[src/rtl/multi_counter.sv]
// N-channel up/down counter with per-channel limit, wrap/saturate mode and a terminal-count pulse.
// Optional shared tick prescaler is compiled in when MULTI_COUNTER_PRESCALER_EN is defined.
module multi_counter #(
    parameter int N     = 4,
    parameter int WIDTH = 8,
    parameter int PRE_W = 8
) (
    input  logic                                clk,
    input  logic                                rst,
    input  logic                                ena,
    input  logic [1:0]                          cmd,
    input  logic [((N > 1) ? $clog2(N) : 1)-1:0] ch_sel,
    input  logic [WIDTH-1:0]                    wr_data,
    input  logic [N-1:0]                        cnt_en,
    input  logic [N-1:0]                        dir,
    input  logic [N-1:0]                        sat,
    input  logic [PRE_W-1:0]                    presc_div,
    output logic [N*WIDTH-1:0]                  count,
    output logic [N-1:0]                        tc
);

    localparam logic [1:0] CMD_NOP    = 2'b00;
    localparam logic [1:0] CMD_LD_CNT = 2'b01;
    localparam logic [1:0] CMD_LD_LIM = 2'b10;
    localparam logic [1:0] CMD_CLR    = 2'b11;

    logic w_tick;

`ifdef MULTI_COUNTER_PRESCALER_EN
    logic [PRE_W-1:0] r_presc;

    // The prescaler only advances while ena is high, so ena low freezes tick phase.
    always_ff @(posedge clk or posedge rst) begin
        if (rst) begin
            r_presc <= '0;
        end else if (ena) begin
            if (r_presc == presc_div) begin
                r_presc <= '0;
            end else begin
                r_presc <= r_presc + 1'b1;
            end
        end
    end

    assign w_tick = ena && (r_presc == presc_div);
`else
    logic w_unused_presc;
    assign w_unused_presc = ^presc_div;
    assign w_tick         = ena;
`endif

    for (genvar g = 0; g < N; g++) begin : g_ch
        logic [WIDTH-1:0] r_count;
        logic [WIDTH-1:0] r_limit;
        logic             r_tc;
        logic             w_hit;
        logic             w_bound;
        logic             w_step;
        logic [WIDTH-1:0] w_next;

        // ch_sel values at or beyond N can never match a channel, so such commands are dropped.
        assign w_hit   = (cmd != CMD_NOP) && (int'(ch_sel) == g);
        assign w_bound = dir[g] ? (r_count >= r_limit) : (r_count == '0);
        assign w_step  = w_tick && cnt_en[g] && !w_hit;

        always_comb begin
            w_next = r_count;
            if (!w_bound) begin
                w_next = dir[g] ? (r_count + 1'b1) : (r_count - 1'b1);
            end else if (!sat[g]) begin
                w_next = dir[g] ? '0 : r_limit;
            end
        end

        always_ff @(posedge clk or posedge rst) begin
            if (rst) begin
                r_count <= '0;
                r_limit <= '1;
                r_tc    <= 1'b0;
            end else begin
                r_tc <= w_step && w_bound;
                if (w_hit) begin
                    case (cmd)
                        CMD_LD_CNT: r_count <= wr_data;
                        CMD_LD_LIM: r_limit <= wr_data;
                        CMD_CLR:    r_count <= '0;
                        default:    ;
                    endcase
                end else if (w_step) begin
                    r_count <= w_next;
                end
            end
        end

        assign count[g*WIDTH +: WIDTH] = r_count;
        assign tc[g]                   = r_tc;
    end

endmodule

[config.mk]
export PLATFORM = sky130hd
export DESIGN_NAME = multi_counter
export DESIGN_NICKNAME = d
export VERILOG_FILES = /design/src/rtl/multi_counter.sv
export SDC_FILE = /design/constraint.sdc
export NUM_CORES = 1
export LEC_CHECK = 0
export ABC_AREA = 1
export BUFFER_PORTS_ARGS = -buffer_cell sky130_fd_sc_hd__buf_2
export CAP_MARGIN = 40
export CORE_UTILIZATION = 45
export CTS_CLUSTER_DIAMETER = 60
export DETAILED_ROUTE_END_ITERATION = 8
export GPL_TIMING_DRIVEN = 0
export SYNTH_ARGS = -nofsm -noshare
export SYNTH_HDL_FRONTEND = slang
export SYNTH_SLANG_ARGS = --single-unit
[constraint.sdc]
create_clock -name clk -period 2.6 [get_ports clk]
set_input_delay 0.13 -clock clk [delete_from_list [all_inputs] [get_ports clk]]
set_output_delay 0.13 -clock clk [all_outputs]
set_load 0.1 [all_outputs]
==> results.toml <==
[synthesis]
synth_top_area_share_pct = 17.67
synth_area_leader_cell = "nand2_1"
synthesis.nets = 953
ys_seq_area_share_pct = 29.71
syn_area_um2 = 5863
syn_inst = 858
ys_warn_count = 0
ys_types = 33
ys_seq_elements = 68
avgSynthCellArea_um2 = 6.833
synthTopCellsByArea = "nand2_1, dfrtp_1, dfstp_2"

[timing]
drv_slew = 0
max_freq_mhz = 493.2
tightest_slew_ps = 489.4
layout_setup_ws_ps = 572.3
rsz0062_at_grt = "false"
period_needed_ps = 2028
holdWs_ps = 54.43
setup_viol = 0
hold_viol_final = 0
skew_ps = 6.074
timing.final.crit_share_pct = 77.99
max-slew-margin-rel_pct = 67.60

[cts]
insertion_delay_ps = 340
cts_setup_buffers = 0
cts_tree = "done"
clock-sinks = 68
path_clk_slew_ps = 60
htreeDepth = 3
hold_buffers = 1
cts_root_buffer = "clkbuf_16"
clock_path_buffers = 2
cts_resized = 0
cts_made_buffers = 9

[routing]
vias = 5724
ant_nets = 0
drt-vias-per-instance = 5.157
drtIter0Drc = 310
drtPass1Iterations = 5
drt_wl_total_um = 15660
wl_per_cell_um = 14.11
drc = 0

[worst_setup_path]
cpMaxStageDelayCell = "dfstp_2"
crit_arrival_ps = 2250
critPathTopFamily = "simple AND/OR/NAND/NOR gates"
worst_setup_path_start_kind = "flip-flop"
worst-path-buf-inv = 3
cp-end-kind = "flip-flop"
r2r_slack_ps = 570
crit_path_max_fanout = 10
crit_path_cell_trace = "inv_1, ha_1, nand2_1, inv_1, and3_1, nor2_2, nand2_4, nand3_4, nand2_4, clkinv_1, nand3_1, nand2_1"
crit_type = "reg -> reg"
critPathRequiredTime_ps = 2830
max_stage_delay_ps = 530

[placement]
dp_hpwl_um = 11990
pre_cts_ws_ps = 615.5
port-buffer-count = 62
routabilityCongestion = 0.8559

[outcome]
status = "completed"

[global_route]
grt.total_usage_pct = 25.11
antenna_found_initial = 0
grt_pass1_wl_um = 25850
met1_usage_pct = 34.14
met2_usage_pct = 40.67
gr-total-overflow = 0
first_global_vias = 5328
grt_max_degree = 55
top_usage_layer = "met2"
grt_use_met3_pct = 3.529

[cells_and_area]
layout_common_cells = "nand2_1, nand3_1, inv_1"
drive_above_1_share_pct = 17.70
nFillCells = 1309
diodes = 0
final_common_cell = "nand2_1"
final_nets = 1028
areaGrowthSynthToFinish_pct = 14.98

[floorplanning]
num_io_pins = 71
die_width_um = 116.1
dieArea_um2 = 13490
start_util_pct = 46.27
die_y_um = 116.1
core_area_um2 = 12670
rows = 41

[power]
ir_worst_vdd_mv = 0.7960
p_leak_nw = 3.604
p_per_area_nw_per_um2 = 1298

[hold_path]
hold_path.class = "in -> reg"

[job]
maxCapViolations = 0
==> path summary, 6_finish.rpt <==
path	startpoint	to	depth (start not counted)
min in group asynchronous	rst	g_ch[0].r_count[0]	3
max in group asynchronous	rst	g_ch[3].r_limit[1]	4
worst min-delay path	wr_data[0]	g_ch[3].r_limit[0]	3
worst max register to register	g_ch[3].r_limit[7]	g_ch[3].r_count[5]	12
worst max-delay path	g_ch[3].r_limit[7]	g_ch[3].r_count[5]	12
worst min register to register	g_ch[3].r_limit[7]	g_ch[3].r_limit[7]	2
==> layer usage <==
layer	vias to the layer above	share of wire, %	wire length [um]
li1	2910	-	-
met2	130	46	7250
met1	2656	46	7275
met4	0	2.6	407
met3	28	4.6	728
met5	-	0	0
==> tightest hold or removal path, cell delays in order <==
cell and delay [ps]:
buf_2 120, nand2_1 60, o21ai_0 70
==> area by class of cell <==
class                           count  area, um2  area share, %
Clock inverter                      5      60.06         0.8909
Buffer                             15      86.33          1.281
Multi-Input combinational cell    666       3626          53.79
Timing Repair Buffer               64      347.8          5.160
Tap cell                          172      215.2          3.192
Clock buffer                       11      252.7          3.749
Inverter                          109      411.6          6.106
Sequential cell                    68       1742          25.84
==> metrics by stage <==
| stage | utilization [%] | instance area [um2] | setup TNS (ps) | cells | power [mW] |
|---|---|---|---|---|---|
| 6_report | 53.20 | 6741 | 0 | 1110 | 8.750 |
| 5_1_grt | 53.20 | 6741 | 0 | 1110 | 9.501 |
| 4_1_cts | 53.20 | 6741 | 0 | 1110 | 8.773 |
| 3_5_place_dp | 50.66 | 6419 | 0 | 1093 | 7.441 |
| 3_3_place_gp | 50.42 | 6389 | -4746 | 1092 | 7.321 |
| 2_1_floorplan | - | 5863 | 0 | 858 | 6.358 |
==> logic make-up (layout without fill, tap and decap cells) <==
kind of cell	count (synthesis)	after routing	share of synthesized area (%)
fa+ha+maj	60	60	13.32
buf+inv	124	204	8.451
compound gates	87	87	8.280
xor+xnor	16	16	2.390
simple gates	503	503	37.86
flops	68	68	29.71
==> cell usage after synthesis <==
| cell | n |
|---|---|
| nand3_4 | 1 |
| dfrtp_1 | 36 |
| nand2_1 | 276 |
| a21oi_1 | 49 |
| buf_2 | 9 |
| nor2_4 | 6 |
| nand2_2 | 5 |
| o21ai_1 | 3 |
| clkbuf_1 | 1 |
| nor2_2 | 5 |
| clkinv_1 | 1 |
| inv_2 | 8 |
| inv_1 | 100 |
| nor2_1 | 73 |
| o21bai_1 | 1 |
| xor2_1 | 11 |
| nand2_4 | 7 |
| nand3_1 | 109 |
| and3_1 | 3 |
| nor3_1 | 4 |
| o21a_1 | 1 |
| buf_4 | 5 |
| nand3_2 | 2 |
| o21ai_2 | 2 |
| nand4_1 | 9 |
| ha_1 | 56 |
| nand3b_1 | 3 |
| o21ai_0 | 27 |
| a21oi_4 | 3 |
| xnor2_1 | 5 |
| fa_1 | 4 |
| a21oi_2 | 1 |
| dfstp_2 | 32 |
==> state kept, by name, indices dropped and copies added, names as in the netlist <==
| register | cells |
|---|---|
| g_ch.r_count | 32 |
| g_ch.r_limit | 32 |
| g_ch.r_tc | 4 |
==> where the power goes <==
group	leakage, nW	switching [mW]	internal, mW
logic	2.68	3.94	1.53
clock network	0.152	0.496	0.797
registers	0.772	0.500	1.49
total	3.60	4.94	3.81
No activity file was read; power rests on OpenSTA's default activity.
